File: src/rtl/mmio_timer_resp_pkg.sv
// Shared constants for the MMIO timer/display responder: register offsets,
// CTRL/STATUS bit positions and the default register window base.
package mmio_timer_resp_pkg;

  localparam logic [31:0] DEFAULT_BASE_ADDR = 32'h1001_0000;

  // Word offsets within the window (addr[5:2]).
  localparam logic [3:0] OFF_CTRL   = 4'h0;
  localparam logic [3:0] OFF_LOAD   = 4'h1;
  localparam logic [3:0] OFF_COUNT  = 4'h2;
  localparam logic [3:0] OFF_STATUS = 4'h3;
  localparam logic [3:0] OFF_SEG    = 4'h4;
  localparam logic [3:0] OFF_PRESC  = 4'h5;

  localparam int unsigned CTRL_EN        = 0;
  localparam int unsigned CTRL_RELOAD    = 1;
  localparam int unsigned CTRL_IRQEN     = 2;
  localparam int unsigned STATUS_EXPIRED = 0;

endpackage

File: src/rtl/mmio_prescaler.sv
// Timer prescaler: counts enabled cycles and emits a one-cycle tick each time
// the count matches the programmed divisor, then wraps to zero.
module mmio_prescaler #(
  parameter int unsigned PRESC_W = 16
) (
  input  logic               clk,
  input  logic               reset,
  input  logic               en,
  input  logic [PRESC_W-1:0] presc,
  input  logic               restart,
  output logic               tick
);

  logic [PRESC_W-1:0] pcnt_q, pcnt_d;

  assign tick = en && (pcnt_q == presc);

  always_comb begin
    pcnt_d = pcnt_q + 1'b1;
    if (!en || restart || tick) begin
      pcnt_d = '0;
    end
  end

  always_ff @(posedge clk) begin
    if (reset) begin
      pcnt_q <= '0;
    end else begin
      pcnt_q <= pcnt_d;
    end
  end

endmodule

File: src/rtl/mmio_timer_resp.sv
// Data-bus responder hosting a prescaled down-counting timer, a 7-segment
// display register and a level interrupt. Reads are combinational.
module mmio_timer_resp
  import mmio_timer_resp_pkg::*;
#(
  parameter logic [31:0] BASE_ADDR = DEFAULT_BASE_ADDR,
  parameter int unsigned PRESC_W   = 16
) (
  input  logic        clk,
  input  logic        reset,
  input  logic [31:0] addr,
  input  logic [31:0] wdata,
  input  logic        rena,
  input  logic        wena,
  output logic [31:0] rdata,
  output logic        hit,
  output logic        irq,
  output logic [31:0] seg_value
);

  logic [2:0]         ctrl_q, ctrl_d;
  logic [31:0]        load_q, load_d;
  logic [31:0]        count_q, count_d;
  logic               expired_q, expired_d;
  logic [31:0]        seg_q, seg_d;
  logic [PRESC_W-1:0] presc_q, presc_d;
  logic               irq_q;

  logic [3:0] off;
  logic       wr;
  logic       tick;
  logic       restart;
  logic       unused_addr_bits;

  assign hit              = (addr[31:6] == BASE_ADDR[31:6]);
  assign off              = addr[5:2];
  assign wr               = hit && wena;
  assign unused_addr_bits = ^addr[1:0];

  // Counter restarts on a divisor change or when the timer is switched on.
  assign restart = wr && ((off == OFF_PRESC) ||
                          ((off == OFF_CTRL) && wdata[CTRL_EN] && !ctrl_q[CTRL_EN]));

  mmio_prescaler #(
    .PRESC_W(PRESC_W)
  ) u_prescaler (
    .clk    (clk),
    .reset  (reset),
    .en     (ctrl_q[CTRL_EN]),
    .presc  (presc_q),
    .restart(restart),
    .tick   (tick)
  );

  always_comb begin
    ctrl_d    = ctrl_q;
    load_d    = load_q;
    count_d   = count_q;
    expired_d = expired_q;
    seg_d     = seg_q;
    presc_d   = presc_q;

    // W1C first so a same-cycle hardware set wins.
    if (wr && (off == OFF_STATUS) && wdata[STATUS_EXPIRED]) begin
      expired_d = 1'b0;
    end

    if (tick) begin
      if (count_q != 32'd0) begin
        count_d = count_q - 32'd1;
      end else begin
        expired_d = 1'b1;
        if (ctrl_q[CTRL_RELOAD]) begin
          count_d = load_q;
        end else begin
          ctrl_d[CTRL_EN] = 1'b0;
        end
      end
    end

    // CPU writes override the timer's own updates.
    if (wr) begin
      case (off)
        OFF_CTRL:  ctrl_d  = wdata[2:0];
        OFF_LOAD:  load_d  = wdata;
        OFF_COUNT: count_d = wdata;
        OFF_SEG:   seg_d   = wdata;
        OFF_PRESC: presc_d = wdata[PRESC_W-1:0];
        default:   ;
      endcase
    end
  end

  always_ff @(posedge clk) begin
    if (reset) begin
      ctrl_q    <= '0;
      load_q    <= '0;
      count_q   <= '0;
      expired_q <= 1'b0;
      seg_q     <= '0;
      presc_q   <= '0;
      irq_q     <= 1'b0;
    end else begin
      ctrl_q    <= ctrl_d;
      load_q    <= load_d;
      count_q   <= count_d;
      expired_q <= expired_d;
      seg_q     <= seg_d;
      presc_q   <= presc_d;
      irq_q     <= expired_q && ctrl_q[CTRL_IRQEN];
    end
  end

  always_comb begin
    rdata = '0;
    if (hit && rena) begin
      case (off)
        OFF_CTRL:   rdata = {29'd0, ctrl_q};
        OFF_LOAD:   rdata = load_q;
        OFF_COUNT:  rdata = count_q;
        OFF_STATUS: rdata = {31'd0, expired_q};
        OFF_SEG:    rdata = seg_q;
        OFF_PRESC:  rdata = 32'(presc_q);
        default:    rdata = '0;
      endcase
    end
  end

  assign irq       = irq_q;
  assign seg_value = seg_q;

endmodule

File: config.mk
export PLATFORM = sky130hd
export DESIGN_NAME = mmio_timer_resp
export DESIGN_NICKNAME = d
export VERILOG_FILES = /design/src/rtl/mmio_timer_resp_pkg.sv /design/src/rtl/mmio_prescaler.sv /design/src/rtl/mmio_timer_resp.sv
export SDC_FILE = /design/constraint.sdc
export NUM_CORES = 1
export LEC_CHECK = 0
export CORE_MARGIN = 2
export CORE_UTILIZATION = 52
export DETAILED_ROUTE_END_ITERATION = 8
export HOLD_SLACK_MARGIN = 0.05
export PLACE_DENSITY = 0.79
export SLEW_MARGIN = 20
export SYNTH_ARGS = -nofsm -noshare
export SYNTH_HDL_FRONTEND = slang
export SYNTH_SLANG_ARGS = --single-unit
File: constraint.sdc
create_clock -name clk -period 3.2 [get_ports clk]
set_clock_uncertainty 0.05 [all_clocks]
set_input_delay 0.8 -clock clk [delete_from_list [all_inputs] [get_ports clk]]
set_output_delay 0.8 -clock clk [all_outputs]
set_load 0.005 [all_outputs]
# After elaboration in Yosys (flattened, before gate mapping)
# Index checks and enable logic that the tools add are counted.
[classes]
add_sub_neg = 2
eq_ne = 7
muxes = 15
reduce_logical = 20
[ops]
columns = ["cell", "count"]
rows = [
  ["32-bit two-way mux", 6],
  ["32-bit case mux with 6 select lines", 1],
  ["32-bit nonzero test", 1],
  ["32-bit by 1-bit subtractor with 32-bit output (second input constant)", 1],
  ["26-bit by 23-bit equality test with 1-bit output (second input constant)", 1],
  ["16-bit by 1-bit adder with 16-bit output (second input constant)", 1],
  ["16-bit equality test", 1],
  ["1-bit logical AND", 9],
  ["4-bit by 2-bit equality test with 1-bit output (second input constant)", 2],
  ["4-bit by 3-bit equality test with 1-bit output (second input constant)", 2],
  ["1-bit two-way mux", 8],
  ["2-bit AND reduction", 4],
  ["4-bit by 1-bit equality test with 1-bit output (second input constant)", 1],
  ["4-bit logical NOT", 1],
  ["1-bit logical OR", 3],
  ["2-bit OR reduction", 1],
  ["1-bit logical NOT", 1],
]
[totals]
regBits = 133
inputBits = 68

# Depth between registers and ports, before layout
# Gate-level depths: netlist of run 1.
[depth]
word_depth = 8
mapped_depth = 11
ltp_nobuf = 9

# Modules after synthesis
# A second synthesis of run 1 with hierarchy kept.
[unflattened]
hier_cells = 920
hier_area_um2 = 7000.5
[modules_own_cells]
columns = ["mod", "instances", "cells_per_inst", "area_each_um2"]
rows = [
  ["mmio_timer_resp", 1, 820, 6129.6],
  ["mmio_prescaler", 1, 100, 870.8],
]

# Worst setup path before layout of run 1
# OpenSTA, ideal clock, no wires.
[synth_timing]
path_kind = "input to output"
from = "in addr[15]"
to = "out rdata[13]"
t_arrival_ps = 2153
required_ps = 2350
setup_slack_ps = 197
cell_stages = 6
path_buffers = 1
path_cell_list = "nor4b_1 nand4_1 nor2_1 nand4b_1 clkbuf_1 a21oi_1"
[synth_via]
elab_chain_cells = 3
[synth_lines]
columns = ["element", "line", "source"]
rows = [
  ["from (decl)", "mmio_timer_resp.sv:11", "input logic [31:0] addr,"],
  ["26-bit by 23-bit equality test with 1-bit output", "mmio_timer_resp.sv:35", "assign hit = (addr[31:6] == BASE_ADDR[31:6]);"],
  ["via hit", "mmio_timer_resp.sv:16", "output logic hit,"],
  ["1-bit logical AND", "mmio_timer_resp.sv:116", "if (hit && rena) begin"],
  ["32-bit two-way mux", "mmio_timer_resp.sv:116", ""],
  ["to (decl)", "mmio_timer_resp.sv:15", "output logic [31:0] rdata,"],
]
# The timed path passes the listed nets, and every way through them passes these cells.

# Final worst setup path of run 1
[layout_timing]
from = "in addr[27]"
to = "out rdata[11]"
[layout_via]
elab_chain_cells = 3
[layout_lines]
columns = ["element", "line"]
rows = [
  ["26-bit by 23-bit equality test with 1-bit output", "mmio_timer_resp.sv:35"],
  ["1-bit logical AND", "mmio_timer_resp.sv:116"],
  ["32-bit two-way mux", "mmio_timer_resp.sv:116"],
]
# No other way between the ends.

==> flow_summary_export.csv, run 1 <==
group,metric,value,unit
status,status,"finished, final reports clean",
sta,finalHoldViolCount,0,
global_route,grt_pass1_wl,37900,um
setup_path,timing.rr.end,"count_q[26]",
floorplanning,rows,42,
clock_network,cts_tree,"yes",
setup_path,end_kind,"primary output",
finish,final_cell_mix,"nand2_1 (174), dfxtp_1 (133), nor2_1 (95)",
worst_hold_path,hold_start,"seg_value[24]",
finish,layoutNonFillerInstCount,1267,
setup_path,slowest_delay,0.25,ns
power_and_ir_drop,total_power,4.39,mW
setup_path,rr_startpoint,"count_q[1]",
drt,drt_pass1_iterations,6,
placed_design,gp_congestion,0.939,
finish,mostFrequentLayoutCell,"nand2_1",
drt,drtAntennaViolNets,0,
drt,vias,7964,
power_and_ir_drop,switchingPower,1.09,mW
setup_path,crit_fanout,8,
logic_synthesis,ys_types,52,
global_route,grt_pass1_vias,7286,
floorplanning,start_util,0.527,
logic_synthesis,ys_ff_latch,133,
logic_synthesis,syn_area_per_cell,7.52,um^2
global_route,gr-total-overflow,0,
worst_hold_path,hp-class,"flip-flop to flip-flop",
power_and_ir_drop,power_density,457,mW/mm^2
placed_design,place_inst,1214,
setup_path,cp-start-kind,"primary input",
job,max_cap_violations,0,
sta,period_share,0.993,
setup_path,worst_ep_required_time,2.35,ns
logic_synthesis,ys_warn_count,0,
power_and_ir_drop,clkPwrFrac,0.480,
logic_synthesis,synthCells,917,
floorplanning,dieArea,0.0142,mm^2
floorplanning,ios,134,
sta,setup_tns,0,ns
setup_path,crit_chain,"dlygate4sd2_1 -> nor4_2 -> nand3_1 -> nor2_2 -> nand4b_1 -> buf_6 -> buf_12 -> a21oi_2 -> buf_2",
setup_path,cp.arrival,2.33,ns
clock_network,ctsLongestPathBuffers,2,
finish,utilization,0.733,
clock_network,h-tree-depth,4,
clock_network,cts_root_buf,"clkbuf_16",
power_and_ir_drop,p_comb_frac,0.138,
logic_synthesis,synthArstFlopShare,0,
finish,num_antenna_cells,0,
placed_design,port_buffers,131,
sta,setup_viol,0,
global_route,grt_max_degree,72,
sta,tightest_slew,0.560,ns
drt,wl_per_cell,19.4,um
global_route,antenna_found_initial,0,
power_and_ir_drop,pwr-share-seq,0.383,
clock_network,cts_hold_buf,0,
floorplanning,core_area,0.0131,mm^2
clock_network,clock-sinks,133,
setup_path,slowest_stage,"dlygate4sd2_1",
drt,drtIter0Drc,1106,
drt,drcViolationCount,0,
finish,area_growth,39.0,%
sta,fmax,315,MHz
power_and_ir_drop,intPower,3.29,mW
logic_synthesis,synth_edf_count,0,
sta,slew_headroom,0.623,
floorplanning,die_h,119,um
power_and_ir_drop,swShare,0.249,
placed_design,dp_hpwl,15500,um
setup_path,r2r_setup_slack,0.30,ns
clock_network,clk_latency,0.43,ns
logic_synthesis,synth_area,0.00690,mm^2
drt,viasPerCell,6.29,
finish,final_nets,1150,
finish,drive_gt1_frac,0.195,
setup_path,rr_worst_depth,10,
floorplanning,die_w,119,um
sta,slew_viol_final,0,
drt,wl,24600,um
logic_synthesis,synthFlopType,"dfxtp_1",
power_and_ir_drop,leakage,3.43,nW
sta,rsz0062_at_grt,"true",
clock_network,cts.clk_slew.worst_paths,0.06,ns
finish,fill_cells,1028,
sta,fin_crit,3.18,ns
global_route,gr-usage-all-layers,0.335,
clock_network,cts_buffers,17,
worst_hold_path,hold_depth,2,
setup_path,cp-startpoint,"addr[27]",
worst_hold_path,holdPathEnd,"seg_value[24]",
power_and_ir_drop,vdd_ir_drop_max,0.319,mV
logic_synthesis,yosysSeqAreaShare,0.386,
setup_path,crit_type,"primary input to primary output",
logic_synthesis,syn-num-nets,988,
==> stage by stage <==
| step | hold slack (ns) | setup WS (ns) | cell area (um^2) |
|---|---|---|---|
| after global placement | 0.397 | -0.564 | 8670 |
| after global routing | 0.438 | -0.117 | 9590 |
| after floorplan | 0.370 | 0.197 | 6900 |
| final | 0.421 | 0.0221 | 9590 |
| after detailed placement | 0.407 | -0.554 | 8670 |
| after CTS | 0.413 | -0.0102 | 9530 |
==> layout make-up <==
class / count / area (um^2) / share of cell area
inverter: 6 / 22.5 / 0.00235
clock buffer: 23 / 488 / 0.0509
clock inverter: 8 / 146 / 0.0153
multi-input combinational: 711 / 4180 / 0.436
sequential: 133 / 2660 / 0.278
timing repair buffer: 210 / 1870 / 0.195
tap: 176 / 220 / 0.0230
==> routing by layer <==
| metal | routed length [um] | vias up | global-route usage |
|---|---|---|---|
| li1 | - | 3631 | - |
| met1 | 9720 | 3739 | 0.433 |
| met2 | 11500 | 523 | 0.527 |
| met3 | 2640 | 71 | 0.0781 |
| met4 | 769 | 0 | 0.158 |
| met5 | 0 | - | 0 |
==> worst max path at each step <==
stage,slack (ns),to,cells past startpoint
after floorplan,0.20,rdata[13],6
after global placement,-0.56,rdata[7],8
after detailed placement,-0.55,rdata[2],8
after CTS,-0.01,rdata[12],7
after global routing,-0.12,rdata[15],9
final,0.02,rdata[11],9
==> synth_stat cells, types with 5 or more instances <==
cell | n | area (um^2)
a311oi_1 | 6 | 52.6
clkbuf_1 | 63 | 236
a22oi_1 | 29 | 218
o31ai_1 | 5 | 37.5
a222oi_1 | 18 | 180
nand4_1 | 8 | 50.1
a21boi_0 | 5 | 37.5
mux2i_1 | 18 | 180
a31oi_1 | 8 | 50.1
nand2_1 | 174 | 653
inv_1 | 6 | 22.5
nor4b_1 | 5 | 43.8
xnor2_1 | 17 | 149
nor3_1 | 17 | 85.1
nor2_1 | 111 | 417
and3_1 | 10 | 62.6
o21ai_0 | 25 | 125
nand3_1 | 28 | 140
a21oi_1 | 107 | 536
a211oi_1 | 13 | 97.6
and2_1 | 5 | 31.3
nor4_1 | 23 | 144
xor2_1 | 19 | 166
dfxtp_1 | 133 | 2660
or4_1 | 7 | 52.6
==> cells by family (layout without fill, tap and decap cells) <==
| kind of cell | Yosys count | in the layout | share of synthesized area |
|---|---|---|---|
| AND/OR/NAND/NOR | 411 | 411 | 0.269 |
| AO/OA/AOI/OAI | 240 | 240 | 0.221 |
| flip-flops | 133 | 133 | 0.386 |
| buffers and inverters | 73 | 247 | 0.0405 |
| XOR/XNOR | 36 | 36 | 0.0457 |
| multiplexers | 21 | 21 | 0.0326 |
| adder cells (fa/ha/maj) | 3 | 3 | 0.00544 |
==> power by group through the flow <==
stage / registers (mW) / clock network, mW / logic, mW
after global routing: 1.68 / 2.20 / 0.638
after global placement: 1.71 / 0 / 0.576
after detailed placement: 1.71 / 0 / 0.578
final: 1.68 / 2.10 / 0.604
after CTS: 1.68 / 2.10 / 0.581
after floorplan: 1.71 / 0 / 0.325
==> worst max-delay path: cells and delay by family <==
family	cells	cell delay [ns]
buf+inv	4	0.74
compound gates	1	0.12
simple gates	4	0.65
==> repair_timing <==
item                       CTS  global route
gates cloned                 4             0
resized for setup          227            42
setup buffers               19             3
setup endpoints to repair   33            57
pin swaps                   23            15
==> sequential cells by signal, summed over array words and instances, names as in the netlist <==
register	cells
count_q	32
expired_q	1
load_q	32
u_prescaler.pcnt_q	16
ctrl_q	3
irq	1
presc_q	16
seg_value	32
(Power assumes the default switching activity.)
==> run 2, diff against run 1 <==
--- a/config.mk
+++ b/config.mk
@@ -6,10 +6,11 @@
 export NUM_CORES = 1
 export LEC_CHECK = 0
 export CORE_MARGIN = 2
-export CORE_UTILIZATION = 52
+export CORE_UTILIZATION = 54
+export CTS_BUF_LIST = sky130_fd_sc_hd__clkbuf_8
 export DETAILED_ROUTE_END_ITERATION = 8
 export HOLD_SLACK_MARGIN = 0.05
-export PLACE_DENSITY = 0.79
+export PLACE_DENSITY = 0.82
 export SLEW_MARGIN = 20
 export SYNTH_ARGS = -nofsm -noshare
 export SYNTH_HDL_FRONTEND = slang
==> run 2 against run 1 <==
The flow now finishes with violations (setup timing). Register-to-register slack improved by 0.06 ns. Count of clock-buffer cells in the layout fell by 2. Non-clock buffer count rose by 1. Final cell count fell by 0.16%. Sequential power barely moved. Final area rose by 0.13%. Worst hold slack got worse by 0.0073 ns. Total power fell by 7.9%. Combinational power rose by 2%. Global-route usage rose by 1.6 points.
==> flow_summary_export.csv, run 2 (synthesized netlist as in run 1, its figures left out) <==
group,metric,value,unit
status,status,"complete, but fails checks",
status,violations,"setup timing",
sta,finalHoldViolCount,0,
worst_hold_path,hold_start,"ctrl_q[2]",
power_and_ir_drop,leakage,3.40,nW
floorplanning,die_h,117,um
setup_path,cp-start-kind,"primary input",
global_route,grt_max_degree,53,
global_route,gr-usage-all-layers,0.351,
floorplanning,start_util,0.549,
drt,drtAntennaViolNets,0,
drt,vias,7967,
power_and_ir_drop,power_density,421,mW/mm^2
floorplanning,ios,134,
power_and_ir_drop,p_comb_frac,0.153,
sta,setup_viol,13,
global_route,grt_pass1_wl,37100,um
clock_network,cts_root_buf,"clkbuf_8",
setup_path,r2r_setup_slack,0.36,ns
setup_path,crit_type,"primary input to primary output",
setup_path,worst_ep_required_time,2.35,ns
worst_hold_path,hold_depth,2,
worst_hold_path,hp-class,"flip-flop to flip-flop",
finish,final_nets,1151,
setup_path,cpLargestDelayFamily,"buffers and inverters",
clock_network,h-tree-depth,4,
clock_network,clk_latency,0.47,ns
setup_path,crit_fanout,8,
placed_design,port_buffers,131,
drt,wl,24500,um
power_and_ir_drop,swShare,0.258,
floorplanning,dieArea,0.0137,mm^2
setup_path,rr_startpoint,"count_q[10]",
clock_network,cts_buffers,17,
floorplanning,core_area,0.0126,mm^2
drt,drtIter0Drc,1084,
drt,viasPerCell,6.30,
sta,tightest_slew,0.590,ns
drt,drcViolationCount,0,
setup_path,crit_buf_inv,4,
finish,final_cell_mix,"nand2_1 (174), dfxtp_1 (133), a21oi_1 (94)",
placed_design,place_ws,-0.618,ns
setup_path,cp.arrival,2.38,ns
sta,rsz0062_at_grt,"true",
setup_path,end_kind,"primary output",
power_and_ir_drop,vdd_ir_drop_max,0.362,mV
floorplanning,die_w,117,um
floorplanning,rows,41,
power_and_ir_drop,switchingPower,1.04,mW
clock_network,cts_tree,"yes",
setup_path,slowest_stage,"nor4_2",
power_and_ir_drop,pwr-share-seq,0.414,
placed_design,dp_hpwl,15500,um
power_and_ir_drop,total_power,4.04,mW
finish,area_growth,39.2,%
finish,drive_gt1_frac,0.196,
sta,hold_slack,0.414,ns
worst_hold_path,holdPathEnd,"irq",
clock_network,cts.clk_slew.worst_paths,0.08,ns
sta,period_share,1.01,
sta,slew_viol_final,0,
sta,fin_crit,3.23,ns
setup_path,slowest_delay,0.29,ns
power_and_ir_drop,intPower,3.00,mW
sta,setup_tns,-0.204,ns
power_and_ir_drop,clkPwrFrac,0.433,
setup_path,rr_worst_depth,8,
clock_network,clock-sinks,133,
sta,fmax,309,MHz
clock_network,cts_hold_buf,0,
global_route,grt_pass1_vias,7115,
global_route,antenna_found_initial,0,
placed_design,gp_congestion,0.979,
drt,wl_per_cell,19.4,um
setup_path,crit_chain,"dlygate4sd2_1 -> nor4_2 -> nand3_2 -> nor2_4 -> nand4b_1 -> buf_6 -> buf_12 -> a21oi_2 -> buf_2",
sta,setup_ws,-0.0326,ns
global_route,gr-total-overflow,0,
job,max_cap_violations,0,
setup_path,timing.rr.end,"count_q[18]",
sta,slew_headroom,0.607,
finish,mostFrequentLayoutCell,"nand2_1",
clock_network,ctsLongestPathBuffers,2,
finish,num_antenna_cells,0,
drt,drt_pass1_iterations,8,
run 2: through the flow:
| stage | std cells | area, um^2 | util |
|---|---|---|---|
| after floorplan | 917 | 6900 | - |
| after global placement | 1209 | 8670 | 0.690 |
| after detailed placement | 1209 | 8670 | 0.690 |
| after CTS | 1264 | 9440 | 0.751 |
| after global routing | 1265 | 9600 | 0.764 |
| final | 1265 | 9600 | 0.764 |
run 2: worst max-delay path by stage:
stage                  start        end  cells after the start
floorplan           addr[15]  rdata[13]                      6
global placement    addr[15]   rdata[7]                      8
detailed placement  addr[24]  rdata[27]                      8
CTS                 addr[15]  rdata[10]                     10
global route        addr[30]   rdata[1]                     10
finish              addr[23]  rdata[11]                      9
run 2: layer usage:
| metal | GRT usage | vias to the layer above | routed length [um] | part of all wire |
|---|---|---|---|---|
| met5 | 0 | - | 0 | 0 |
| met4 | 0.158 | 0 | 912 | 0.037 |
| met3 | 0.0896 | 92 | 2810 | 0.11 |
| met2 | 0.548 | 521 | 11300 | 0.46 |
| met1 | 0.459 | 3724 | 9460 | 0.39 |
| li1 | - | 3630 | - | - |
run 2: repair_timing:
action,4_1_cts,5_1_grt
cloned,5,0
pin swaps,22,35
endpoints found under the setup margin,33,58
gates resized for setup,237,69
setup buffers,19,2
run 2: tightest hold or removal path, delay by kind of cell (launching register included):
kind	cells	cell delay (ns)
flip-flops	1	0.33
AND/OR/NAND/NOR	2	0.09
run 2: final cells by class:
| type | instances | area, um^2 |
|---|---|---|
| well taps | 172 | 215 |
| multi-input cells | 711 | 4290 |
| clock inverters | 11 | 203 |
| fillers | 908 | 2970 |
| repair buffers | 211 | 1920 |
| clock buffers | 21 | 289 |
| flip-flops and latches | 133 | 2660 |
| inverters | 6 | 22.5 |
run 2: power by group through the flow:
stage / Combinational, mW / Sequential [mW] / Clock [mW]
floorplan: 0.325 / 1.71 / 0
global placement: 0.572 / 1.71 / 0
detailed placement: 0.579 / 1.71 / 0
CTS: 0.581 / 1.67 / 1.74
global route: 0.655 / 1.68 / 1.82
finish: 0.618 / 1.67 / 1.75
==> run 3, diff against run 2 <==
--- a/config.mk
+++ b/config.mk
@@ -5,12 +5,14 @@
 export SDC_FILE = /design/constraint.sdc
 export NUM_CORES = 1
 export LEC_CHECK = 0
+export CORE_ASPECT_RATIO = 1.75
 export CORE_MARGIN = 2
-export CORE_UTILIZATION = 54
+export CORE_UTILIZATION = 55
 export CTS_BUF_LIST = sky130_fd_sc_hd__clkbuf_8
 export DETAILED_ROUTE_END_ITERATION = 8
+export DONT_BUFFER_PORTS = 1
 export HOLD_SLACK_MARGIN = 0.05
-export PLACE_DENSITY = 0.82
+export PLACE_DENSITY = 0.69
 export SLEW_MARGIN = 20
 export SYNTH_ARGS = -nofsm -noshare
 export SYNTH_HDL_FRONTEND = slang
==> constraint.sdc (replaced) <==
create_clock -name clk -period 4.2 [get_ports clk]
set_clock_uncertainty 0.05 [all_clocks]
set_input_delay 1.05 -clock clk [delete_from_list [all_inputs] [get_ports clk]]
set_output_delay 1.05 -clock clk [all_outputs]
set_load 0.005 [all_outputs]
==> run 3 against run 2 <==
The run now ends clean. Setup slack gained 0.77 ns. Sequential cell count is the same. Clock power shrank 37%. Worst hold slack lost 0.0034 ns. Utilization shrank 16 points. Count of clock-buffer cells in the layout shrank 2. Final area shrank 22%. Register-to-register slack gained 0.56 ns. Final cell count shrank 15%. Combinational power shrank 47%.
==> flow_summary_export.csv, run 3 (synthesized netlist as in run 1, its figures left out) <==
group,metric,value,unit
power_and_ir_drop,clkPwrFrac,0.410,
floorplanning,start_util,0.558,
power_and_ir_drop,vdd_ir_drop_max,0.269,mV
floorplanning,core_area,0.0124,mm^2
finish,final_cell_mix,"nand2_1 (174), dfxtp_1 (133), nor2_1 (110)",
floorplanning,die_h,152,um
setup_path,worst_ep_required_time,3.10,ns
power_and_ir_drop,swShare,0.281,
floorplanning,die_w,88.7,um
placed_design,gp_congestion,0.948,
global_route,grt_pass1_vias,6683,
job,max_cap_violations,0,
finish,area_growth,8.04,%
drt,wl,21400,um
worst_hold_path,hold_depth,2,
drt,drtAntennaViolNets,0,
clock_network,ctsLongestPathBuffers,2,
worst_hold_path,hold_start,"expired_q",
setup_path,cp-start-kind,"primary input",
setup_path,timing.rr.end,"count_q[18]",
clock_network,cts.clk_slew.worst_paths,0.08,ns
status,status,"finished, final reports clean",
setup_path,slowest_stage,"nor4b_1",
drt,viasPerCell,6.43,
clock_network,clock-sinks,133,
clock_network,post_cts_buffers,0,
placed_design,port_buffers,0,
setup_path,end_kind,"primary output",
sta,rsz0062_at_grt,"false",
floorplanning,ios,134,
sta,fmax,288,MHz
clock_network,clk_latency,0.45,ns
setup_path,crit_chain,"nor4b_1 -> nand4_1 -> nor2_1 -> nand4b_1 -> buf_4 -> nor2_1 -> buf_4",
sta,setup_tns,0,ns
global_route,gr-usage-all-layers,0.318,
power_and_ir_drop,intPower,1.95,mW
finish,drive_gt1_frac,0.0762,
finish,fill_cells,1161,
worst_hold_path,holdPathEnd,"irq",
sta,tightest_slew,1.12,ns
setup_path,slowest_delay,0.29,ns
clock_network,cts_tree,"yes",
setup_path,rr_startpoint,"count_q[20]",
finish,fin_area,0.00745,mm^2
setup_path,cp.arrival,2.37,ns
clock_network,cts_hold_buf,0,
setup_path,crit_type,"primary input to primary output",
sta,slew_viol_final,0,
worst_hold_path,hp-class,"flip-flop to flip-flop",
global_route,grt_pass1_wl,33800,um
floorplanning,rows,54,
setup_path,cpLargestDelayFamily,"simple AND/OR/NAND/NOR gates",
clock_network,cts_buffers,17,
setup_path,r2r_setup_slack,0.92,ns
drt,drcViolationCount,0,
finish,final_nets,963,
power_and_ir_drop,switchingPower,762,uW
finish,layoutNonFillerInstCount,1073,
clock_network,cts_resized,0,
clock_network,cts_root_buf,"clkbuf_8",
power_and_ir_drop,power_density,364,mW/mm^2
placed_design,dp_hpwl,14900,um
power_and_ir_drop,pwr-share-seq,0.470,
placed_design,dpl_cell_area,0.00704,mm^2
power_and_ir_drop,leakage,2.37,nW
power_and_ir_drop,p_comb_frac,0.120,
setup_path,rr_worst_depth,8,
placed_design,place_inst,1041,
global_route,gr-total-overflow,0,
setup_path,crit_buf_inv,2,
sta,fin_crit,3.47,ns
drt,drt_pass1_iterations,8,
finish,num_antenna_cells,0,
setup_path,crit_fanout,22,
sta,setup_viol,0,
sta,finalHoldViolCount,0,
global_route,antenna_found_initial,0,
finish,mostFrequentLayoutCell,"nand2_1",
drt,wl_per_cell,19.9,um
sta,slew_headroom,0.249,
sta,period_share,0.825,
clock_network,h-tree-depth,4,
floorplanning,dieArea,0.0135,mm^2
drt,drtIter0Drc,673,
global_route,grt_max_degree,110,
drt,vias,6895,
[run 3: cell count changes in the layout (fill, tap and decap cells not counted), sizes merged]
cell / delta
clkdlybuf4s50: -67
clkbuf: -11
dlygate4sd2: -7
clkinvlp: +4
bufinv: -4
clkdlybuf4s15: -10
clkinv: -1
buf: -95
inv: +3
[run 3: per-stage QoR]
stage	setup WS (ns)	utilization	total power, mW	hold slack [ns]
after CTS	0.720	0.603	2.71	0.418
after global placement	0.779	0.570	1.62	0.397
after detailed placement	0.727	0.570	1.62	0.406
after floorplan	0.697	-	1.55	0.370
final	0.733	0.603	2.71	0.410
after global routing	0.488	0.603	2.81	0.443
[run 3: how the worst max path moves through the flow]
| stage | from | to | slack [ns] | cells past startpoint |
|---|---|---|---|---|
| after global routing | addr[7] | rdata[31] | 0.49 | 7 |
| after detailed placement | addr[15] | rdata[29] | 0.73 | 7 |
| after global placement | addr[15] | rdata[31] | 0.78 | 7 |
| final | addr[15] | rdata[29] | 0.73 | 7 |
| after floorplan | addr[15] | rdata[13] | 0.70 | 6 |
| after CTS | addr[15] | rdata[29] | 0.72 | 7 |
[run 3: routing by layer]
layer | vias up | GRT usage | routed length (um)
met3 | 66 | 0.0650 | 1310
met1 | 3258 | 0.355 | 7810
li1 | 3254 | - | -
met4 | 0 | 0.117 | 709
met2 | 317 | 0.573 | 11500
met5 | - | 0 | 0
[run 3: tightest hold or removal path: cells and delay by family, from the launching register on]
family,cells,cell delay (ns)
AND/OR/NAND/NOR,2,0.11
flip-flops,1,0.33
[run 3: power by group through the flow]
stage / Combinational, mW / Clock, mW / Sequential [mW]
floorplan: 0.247 / 0 / 1.30
global placement: 0.311 / 0 / 1.30
detailed placement: 0.314 / 0 / 1.31
CTS: 0.317 / 1.12 / 1.28
global route: 0.348 / 1.18 / 1.28
finish: 0.325 / 1.11 / 1.28
[run 3: cell type report]
class | instances | area, um^2 | area share
multi-input combinational | 711 | 3980 | 0.534
tap | 168 | 210 | 0.0282
clock buffer | 19 | 262 | 0.0351
timing repair buffer | 23 | 173 | 0.0232
inverter | 6 | 22.5 | 0.00302
clock inverter | 13 | 146 | 0.0196
sequential | 133 | 2660 | 0.357
